--- src/rtl/axis_stream2bram_slave_pkg.sv ---
// Shared types for the AXI4-Stream to BRAM sink: FSM state encoding.
package axis_stream2bram_slave_pkg;

  typedef enum logic [1:0] {
    ST_IDLE    = 2'd0,
    ST_RECV    = 2'd1,
    ST_DISCARD = 2'd2,
    ST_DRAIN   = 2'd3
  } state_t;

endpackage

--- src/rtl/axis_stream2bram_slave_if.sv ---
// AXI4-Stream beat bundle with master/slave views.
interface axis_stream2bram_slave_if #(
  parameter int DATA_W = 32
) ();
  logic [DATA_W-1:0]   tdata;
  logic [DATA_W/8-1:0] tstrb;
  logic                tlast;
  logic                tvalid;
  logic                tready;

  modport master (output tdata, output tstrb, output tlast, output tvalid, input tready);
  modport slave  (input tdata, input tstrb, input tlast, input tvalid, output tready);
endinterface

--- src/rtl/axis2bram_wr_stage.sv ---
// One-entry BRAM write stage: holds addr/data/we while the BRAM port stalls.
module axis2bram_wr_stage #(
  parameter int DATA_W = 32,
  parameter int ADDR_W = 12
) (
  input  logic                clk,
  input  logic                rst_n,
  input  logic                load,
  input  logic [ADDR_W-1:0]   load_addr,
  input  logic [DATA_W-1:0]   load_data,
  input  logic [DATA_W/8-1:0] load_we,
  input  logic                ready,
  output logic                pending,
  output logic [ADDR_W-1:0]   addr,
  output logic [DATA_W-1:0]   data,
  output logic [DATA_W/8-1:0] we,
  output logic                retire
);

  assign retire = pending && ready;

  // A load in the same cycle as a retire refills the stage, keeping 1 word/clk.
  always_ff @(posedge clk or negedge rst_n) begin
    if (!rst_n) begin
      pending <= 1'b0;
      addr    <= '0;
      data    <= '0;
      we      <= '0;
    end else if (load) begin
      pending <= 1'b1;
      addr    <= load_addr;
      data    <= load_data;
      we      <= load_we;
    end else if (retire) begin
      pending <= 1'b0;
    end
  end

endmodule

--- src/rtl/axis_stream2bram_slave.sv ---
// AXI4-Stream sink writing one frame into BRAM from address 0.
// Optional checksum output enabled by defining AXIS2BRAM_CHECKSUM_EN.
module axis_stream2bram_slave
  import axis_stream2bram_slave_pkg::*;
#(
  parameter int C_S_AXIS_TDATA_WIDTH = 32,
  parameter int DST_ADDR_WIDTH       = 12,
  parameter int DST_ADDR_MAX         = 1024
) (
  input  logic                              S_AXIS_ACLK,
  input  logic                              S_AXIS_ARESETN,
  axis_stream2bram_slave_if.slave           s_axis,
  input  logic                              start,
  output logic [DST_ADDR_WIDTH-1:0]         dst_addr,
  output logic [C_S_AXIS_TDATA_WIDTH-1:0]   dst_data,
  output logic [C_S_AXIS_TDATA_WIDTH/8-1:0] dst_we,
  output logic                              dst_enable,
  input  logic                              dst_ready,
  output logic                              busy,
  output logic                              done,
  output logic                              overflow,
  output logic [DST_ADDR_WIDTH:0]           word_count
`ifdef AXIS2BRAM_CHECKSUM_EN
  ,
  output logic [C_S_AXIS_TDATA_WIDTH-1:0]   checksum
`endif
);

  localparam int AW = DST_ADDR_WIDTH;
  localparam logic [AW:0] LAST_ADDR = (AW+1)'(DST_ADDR_MAX - 1);
  localparam logic [AW:0] MAX_CNT   = (AW+1)'(DST_ADDR_MAX);

  state_t      state;
  logic [AW:0] addr_cnt;
  logic        pending;
  logic        retire;
  logic        accept;
  logic        load;

  function automatic logic [AW:0] sat_inc(input logic [AW:0] v);
    return (v >= MAX_CNT) ? v : v + 1'b1;
  endfunction

  assign s_axis.tready = ((state == ST_RECV) && (!pending || dst_ready)) || (state == ST_DISCARD);
  assign accept        = s_axis.tvalid && s_axis.tready;
  assign load          = (state == ST_RECV) && accept;
  assign busy          = (state != ST_IDLE);
  assign dst_enable    = pending;

  axis2bram_wr_stage #(
    .DATA_W (C_S_AXIS_TDATA_WIDTH),
    .ADDR_W (AW)
  ) u_wr_stage (
    .clk       (S_AXIS_ACLK),
    .rst_n     (S_AXIS_ARESETN),
    .load      (load),
    .load_addr (addr_cnt[AW-1:0]),
    .load_data (s_axis.tdata),
    .load_we   (s_axis.tstrb),
    .ready     (dst_ready),
    .pending   (pending),
    .addr      (dst_addr),
    .data      (dst_data),
    .we        (dst_we),
    .retire    (retire)
  );

  // Entering DISCARD means a non-final beat filled the last address: frame is too long.
  always_ff @(posedge S_AXIS_ACLK or negedge S_AXIS_ARESETN) begin
    if (!S_AXIS_ARESETN) begin
      state      <= ST_IDLE;
      addr_cnt   <= '0;
      word_count <= '0;
      overflow   <= 1'b0;
      done       <= 1'b0;
    end else begin
      done <= 1'b0;
      if (retire) word_count <= sat_inc(word_count);
      case (state)
        ST_IDLE: begin
          if (start) begin
            state      <= ST_RECV;
            addr_cnt   <= '0;
            word_count <= '0;
            overflow   <= 1'b0;
          end
        end
        ST_RECV: begin
          if (accept) begin
            addr_cnt <= addr_cnt + 1'b1;
            if (s_axis.tlast) begin
              state <= ST_DRAIN;
            end else if (addr_cnt == LAST_ADDR) begin
              state    <= ST_DISCARD;
              overflow <= 1'b1;
            end
          end
        end
        ST_DISCARD: begin
          if (accept && s_axis.tlast) state <= ST_DRAIN;
        end
        ST_DRAIN: begin
          if (!pending) begin
            state <= ST_IDLE;
            done  <= 1'b1;
          end
        end
        default: state <= ST_IDLE;
      endcase
    end
  end

`ifdef AXIS2BRAM_CHECKSUM_EN
  always_ff @(posedge S_AXIS_ACLK or negedge S_AXIS_ARESETN) begin
    if (!S_AXIS_ARESETN) begin
      checksum <= '0;
    end else if ((state == ST_IDLE) && start) begin
      checksum <= '0;
    end else if (retire) begin
      checksum <= checksum ^ dst_data;
    end
  end
`endif

endmodule
--- src/flat_wrapper.sv ---
// flat-port wrapper written by rule: the top's interface ports become plain ports
module axis_stream2bram_slave_flat import axis_stream2bram_slave_pkg::*;
#(
  parameter int C_S_AXIS_TDATA_WIDTH = 32,
  parameter int DST_ADDR_WIDTH       = 12,
  parameter int DST_ADDR_MAX         = 1024
)
  (S_AXIS_ACLK, S_AXIS_ARESETN, start, dst_addr, dst_data, dst_we, dst_enable, dst_ready, busy, done, overflow, word_count, s_axis_tdata, s_axis_tstrb, s_axis_tlast, s_axis_tvalid, s_axis_tready);
  axis_stream2bram_slave_if s_axis_i ();
  input  logic S_AXIS_ACLK;
  input  logic S_AXIS_ARESETN;
  input  logic start;
  output logic [DST_ADDR_WIDTH-1:0] dst_addr;
  output logic [C_S_AXIS_TDATA_WIDTH-1:0] dst_data;
  output logic [C_S_AXIS_TDATA_WIDTH/8-1:0] dst_we;
  output logic dst_enable;
  input  logic dst_ready;
  output logic busy;
  output logic done;
  output logic overflow;
  output logic [DST_ADDR_WIDTH:0] word_count;
  input wire logic [$bits(s_axis_i.tdata)-1:0] s_axis_tdata;
  input wire logic [$bits(s_axis_i.tstrb)-1:0] s_axis_tstrb;
  input wire logic [$bits(s_axis_i.tlast)-1:0] s_axis_tlast;
  input wire logic [$bits(s_axis_i.tvalid)-1:0] s_axis_tvalid;
  output wire logic [$bits(s_axis_i.tready)-1:0] s_axis_tready;
  assign s_axis_i.tdata = s_axis_tdata;
  assign s_axis_i.tstrb = s_axis_tstrb;
  assign s_axis_i.tlast = s_axis_tlast;
  assign s_axis_i.tvalid = s_axis_tvalid;
  assign s_axis_tready = s_axis_i.tready;
  axis_stream2bram_slave #(.C_S_AXIS_TDATA_WIDTH(C_S_AXIS_TDATA_WIDTH), .DST_ADDR_WIDTH(DST_ADDR_WIDTH), .DST_ADDR_MAX(DST_ADDR_MAX)) u_core (.S_AXIS_ACLK(S_AXIS_ACLK), .S_AXIS_ARESETN(S_AXIS_ARESETN), .s_axis(s_axis_i), .start(start), .dst_addr(dst_addr), .dst_data(dst_data), .dst_we(dst_we), .dst_enable(dst_enable), .dst_ready(dst_ready), .busy(busy), .done(done), .overflow(overflow), .word_count(word_count));
endmodule
--- config.mk ---
export PLATFORM = sky130hd
export DESIGN_NAME = axis_stream2bram_slave_flat
export DESIGN_NICKNAME = d
export VERILOG_FILES = /design/src/rtl/axis_stream2bram_slave_pkg.sv /design/src/rtl/axis_stream2bram_slave_if.sv /design/src/rtl/axis2bram_wr_stage.sv /design/src/rtl/axis_stream2bram_slave.sv /design/src/flat_wrapper.sv
export SDC_FILE = /design/constraint.sdc
export NUM_CORES = 1
export LEC_CHECK = 0
export ABC_AREA = 1
export CORE_ASPECT_RATIO = 0.6
export CORE_MARGIN = 1.5
export CORE_UTILIZATION = 47
export DETAILED_ROUTE_END_ITERATION = 8
export PLACE_DENSITY = 0.81
export SLEW_MARGIN = 15
export SYNTH_ARGS = -nofsm -noshare
export SYNTH_HDL_FRONTEND = slang
export SYNTH_HIERARCHICAL = 1
export SYNTH_SLANG_ARGS = --single-unit
--- constraint.sdc ---
create_clock -name S_AXIS_ACLK -period 2.51 [get_ports S_AXIS_ACLK]
set_clock_uncertainty 0.1 [all_clocks]
set_input_delay 0.502 -clock S_AXIS_ACLK [delete_from_list [all_inputs] [get_ports S_AXIS_ACLK]]
set_output_delay 0.502 -clock S_AXIS_ACLK [all_outputs]
set_load 0.01 [all_outputs]
======== Word-level counts from Yosys, hierarchy flattened ========
Index checks and enable logic that the tools add are counted.
cells by class
  add/subtract/negate cells ............... 2
  $lt $le $gt $ge ......................... 1
  equality and inequality tests ........... 11
  mux-type cells .......................... 23
  reduce and logical (&&, ||, !) cells .... 15
operators by type and width
  kind                                                                      number
  13-bit 2-to-1 mux                                                         6
  13-bit by 1-bit adder with 13-bit output (second input constant)          2
  13-bit case mux with 2 select lines                                       1
  13-bit by 10-bit == test with 1-bit output (second input constant)        1
  13-bit by 11-bit >= comparator with 1-bit output (second input constant)  1
  2-bit 2-to-1 mux                                                          6
  2-bit != test (second input constant)                                     5
  5-bit AND reduction                                                       2
  1-bit 2-to-1 mux                                                          8
  2-bit case mux with 4 select lines                                        1
  2-bit nonzero test                                                        3
  1-bit logical AND                                                         5
  2-bit == test (second input constant)                                     2
  3-bit != test (second input constant)                                     1
  3-bit AND reduction                                                       1
  2-bit by 1-bit == test with 1-bit output (second input constant)          1
  2-bit logical NOT                                                         1
  1-bit logical OR                                                          2
  2-bit by 1-bit != test with 1-bit output (second input constant)          1
  1-bit case mux with 2 select lines                                        1
  1-bit logical NOT                                                         1
storage, ports and cells
  register bits ........................... 79
  output and inout bits ................... 66
  logic and storage cells ................. 61

======== Depth between registers and ports, before layout ========
  depth in word-level cells ............... 8
  mapped depth ............................ 12
  mapped depth without buffers ............ 10

======== Modules after synthesis ========
The synthesis kept the hierarchy.
by module, submodules not included
  module                  instances  cells an instance  area each (um^2)
  axis2bram_wr_stage      1          209                1849.3
  axis_stream2bram_slave  1          245                1824.2

======== Worst setup path after synthesis ========
Ideal clock, no wire load.
  path type ............................... register to register
  start ................................... reg u_core.state[1]
  end ..................................... reg u_core.u_wr_stage.data[21]
  setup time .............................. 117 ps
  arrival ................................. 1658 ps
  required time ........................... 2293 ps
  path slack .............................. 635 ps
  cell stages (with the launch flop) ...... 13
  path buffers ............................ 3
  clock period less this slack ............ 1875 ps
  cell sequence ........................... dfrtp_1 -> inv_1 -> ha_1 -> buf_6 -> nand2_1 -> nand2_2 -> nand2_2 -> nor2_1 -> inv_2 -> buf_4 -> buf_2 -> nand2_1 -> nand2_1
on the way
  word-level cells in the longest chain between the ends .. 5
RTL lines
  element                                   RTL line                      source
  start, declared                           axis_stream2bram_slave.sv:33  state_t state;
  start signal, assigned                    axis_stream2bram_slave.sv:71  state <= ST_IDLE;
  start signal, assigned                    axis_stream2bram_slave.sv:82  state <= ST_RECV;
  start signal, assigned                    axis_stream2bram_slave.sv:92  state <= ST_DRAIN;
  2-bit by 1-bit == test with 1-bit output  axis_stream2bram_slave.sv:44  assign s_axis.tready = ((state == ST_RECV) && (!pending || dst_ready)) || (state == ST_DISCARD);
  1-bit logical AND                         axis_stream2bram_slave.sv:44
  1-bit logical OR *                        axis_stream2bram_slave.sv:44
  via s_axis_tready                         flat_wrapper.sv:26            output wire logic [$bits(s_axis_i.tready)-1:0] s_axis_tready;
  1-bit logical AND *                       axis_stream2bram_slave.sv:45  assign accept = s_axis.tvalid && s_axis.tready;
  1-bit logical AND *                       axis_stream2bram_slave.sv:46  assign load = (state == ST_RECV) && accept;
  via u_core.load                           axis_stream2bram_slave.sv:38  logic load;
  end signal, assigned                      axis2bram_wr_stage.sv:32      data <= load_data;
  end, declared                             axis2bram_wr_stage.sv:15      output logic [DATA_W-1:0] data,
The timed path passes the listed nets; every way through them passes the cells marked *.
A chain may end at the register's enable or synchronous reset.

======== Worst setup path in the final report ========
  start ................................... in dst_ready
  end ..................................... out s_axis_tready
on the way
  word-level cells in the longest chain between the ends .. 3
RTL lines
  element            RTL line                      source
  start, declared    flat_wrapper.sv:17            input logic dst_ready;
  1-bit logical OR   axis_stream2bram_slave.sv:44
  1-bit logical AND  axis_stream2bram_slave.sv:44
  1-bit logical OR   axis_stream2bram_slave.sv:44
  end, declared      flat_wrapper.sv:26
Every way passes these cells.

==> impl_metrics.yaml <==
layout:
  final_nets: 613
  drive_gt1_share_pct: 7.38
  area_growth_pct: 39.3
  fin_util_pct: 69.0
  antenna_cells: 0
  instances_no_fill: 673
  fillerInstances: 632
clock_tree:
  path_clk_slew_ns: 0.06
  htreeDepth: 3
  clock_latency_ns: 0.33
  numCtsBuffers: 9
  post_cts_buffers: 0
  ctsResizeCount: 0
  cts.sinks: 79
  hold_buffers: 0
  clockRootBuffer: "clkbuf_16"
  cts_tree: "done"
  clk_path_buf_depth: 2
synth:
  syn_inst: 454
  synth.net_count: 503
  ys_seq_area_share_pct: 53.8
  async_flop_share_pct: 100
  ys_seq_elements: 79
  syn_area_per_cell_um2: 8.09
  yosys-top-cells-count: "nand2_1 (207), dfrtp_1 (79), inv_1 (33), nor2_1 (30), nand3_1 (23)"
  syn-cell-area_um2: 3670
  synth_edf_count: 0
  yosys.area.top_type: "dfrtp_1"
  ys.flop_type: "dfrtp_1"
  synth.most_common_cell: "nand2_1"
  yosys_warnings: 6
  synth_area_leaders: "dfrtp_1 (54%), nand2_1 (21%), inv_1 (3.4%)"
  synth_top_area_share_pct: 53.8
  ys_types: 25
drt:
  postRouteAntennaNets: 0
  via_per_inst: 4.79
  wl_um: 8310
  wire_per_inst_um: 12.4
  vias: 3227
  drc: 0
  drt_iter0_drc: 202
  drtPass1Iterations: 4
timing:
  finalSetupViolCount: 0
  slew_viol_final: 0
  hold_violations: 0
  whs_ns: 0.140
  relSlewSlack_pct: 47.4
  fin_setup_tns_ns: 0
  post-route-period-util_pct: 93.6
  fin_crit_ns: 2.35
  fmax_ghz: 0.425
  worst_pin_slew_ns: 0.788
  rsz0062_at_grt: "no"
hold_path:
  holdCritPathClass: "in -> async"
grt:
  grt_use_total_pct: 20.4
  antenna_found_initial: 0
  grt_max_degree: 64
  grt_pass1_wl_um: 13200
  grt_pass1_vias: 2921
  overflow: 0
place:
  portBuffers: 107
  dp_hpwl_um: 6130
  dpl.cell_count: 657
  gp_congestion: 0.902
critical_path:
  cp.buffers_inverters: 3
  end_kind: "output pin"
  crit_path_max_incr_delay_ns: 0.53
  crit_slowest_cell: "clkdlybuf4s50_1"
  crit_fanout: 3
  cpLargestDelayFamily: "buffers and inverters"
  worstSetupPathType: "in -> out"
  arrival_ns: 1.75
  crit_start: "dst_ready"
  regToRegStartpoint: "u_core/state[1]"
  required_ns: 1.91
  path_cells: "clkdlybuf4s50_1 > inv_1 > nand2_1 > nand2_1 > nand2_2 > clkdlybuf4s50_1"
  start_kind: "input pin"
floorplan:
  start_util_pct: 49.5
  core_area_um2: 7420
  die-width_um: 117
  die_y_um: 71.5
  die_area_um2: 8370
  core.rowCount: 24
  io_pins: 108
pwr:
  power.net_switching_mw: 1.80
  p_int_mw: 3.35
  p_comb_share_pct: 40.4
  swShare_pct: 35.0
  p_per_area_nw_per_um2: 1010
  clkPwrFrac_pct: 23.4
  p_leak_nw: 2.50
  irDropWorstVdd_uv: 536
  p_seq_share_pct: 36.2
run:
  maxCapViolations: 0
status:
  status: "finished, final reports clean"
## power groups by stage
stage	Clock (mW)	Sequential, mW	Combinational [mW]
global route	1.30	1.91	2.28
floorplan	0	2.03	0.917
global placement	0	1.87	2.03
finish	1.21	1.86	2.08
CTS	1.24	1.86	2.10
detailed placement	0	1.88	2.09
## state kept, by name, indices dropped and copies added (netlist names)
name / cells
u_core/u_wr_stage/data: 32
u_core/addr_cnt: 13
u_core/word_count: 13
u_core/u_wr_stage/addr: 12
u_core/u_wr_stage/we: 4
u_core/state: 2
u_core/done: 1
u_core/overflow: 1
u_core/u_wr_stage/pending: 1
## per-stage QoR
step	power, mW	setup WS, ns	instance area, um2
2_1_floorplan	2.94	0.635	3670
3_3_place_gp	3.90	0.152	4830
3_5_place_dp	3.97	0.168	4830
4_1_cts	5.20	0.161	5120
5_1_grt	5.48	0.0562	5120
6_report	5.15	0.160	5120
## cells by family after synthesis
logic type                 Yosys count  share of synthesized area, %
AOI/OAI and AO/OA                   32                          5.76
xor gates and xnor gates             3                         0.715
adders and majority gates            7                          2.38
buffers and inverters               52                          6.47
DFF                                 79                          53.8
and+or+nand+nor                    281                          30.9
## placed cells by master, fill, tap and decap left out, types with 4 or more instances in the layout
cell / n
nor3_1: 4
a21oi_1: 9
nor2_1: 29
o21ai_2: 5
nand4_1: 9
buf_4: 7
dfrtp_1: 79
clkbuf_16: 9
ha_1: 7
nand3_1: 23
inv_1: 33
o21ai_0: 10
clkdlybuf4s50_1: 106
nand2_1: 207
## path summary, 6_finish.rpt
kind | slack, ns | to | depth (start not counted)
max | 0.16 | s_axis_tready | 6
min | 0.14 | u_core/state[1] | 1
max reg2reg | 0.46 | u_core/u_wr_stage/we[1] | 8
min reg2reg | 0.37 | u_core/u_wr_stage/data[3] | 2
max in group asynchronous | 1.52 | u_core/u_wr_stage/we[0] | 2
min in group S_AXIS_ACLK | 0.37 | u_core/u_wr_stage/data[3] | 2
## routing by layer
metal	vias up	share of wire [%]	global-route usage [%]
li1	1633	-	-
met1	1486	48	26.6
met2	102	44	32.4
met3	6	7.2	8.12
met4	0	0.66	4.82
met5	-	0	0
## layout make-up
class | instances | area (um2) | area share, %
clock buffer | 11 | 253 | 4.94
clock inverter | 5 | 31.3 | 0.611
inverter | 38 | 148 | 2.88
multi-input combinational | 323 | 1470 | 28.6
sequential | 79 | 1980 | 38.6
tap | 104 | 130 | 2.54
timing repair buffer | 113 | 1110 | 21.8
## worst reg2reg max path, cell delays in order (launching register included)
cell and delay [ns]:
dfrtp_1 0.40, inv_1 0.09, ha_1 0.21, buf_4 0.22, inv_4 0.11, nor2_4 0.05, inv_2 0.56, nand2_1 0.16
nand2_1 0.09
No activity file was read; power rests on OpenSTA's default activity.
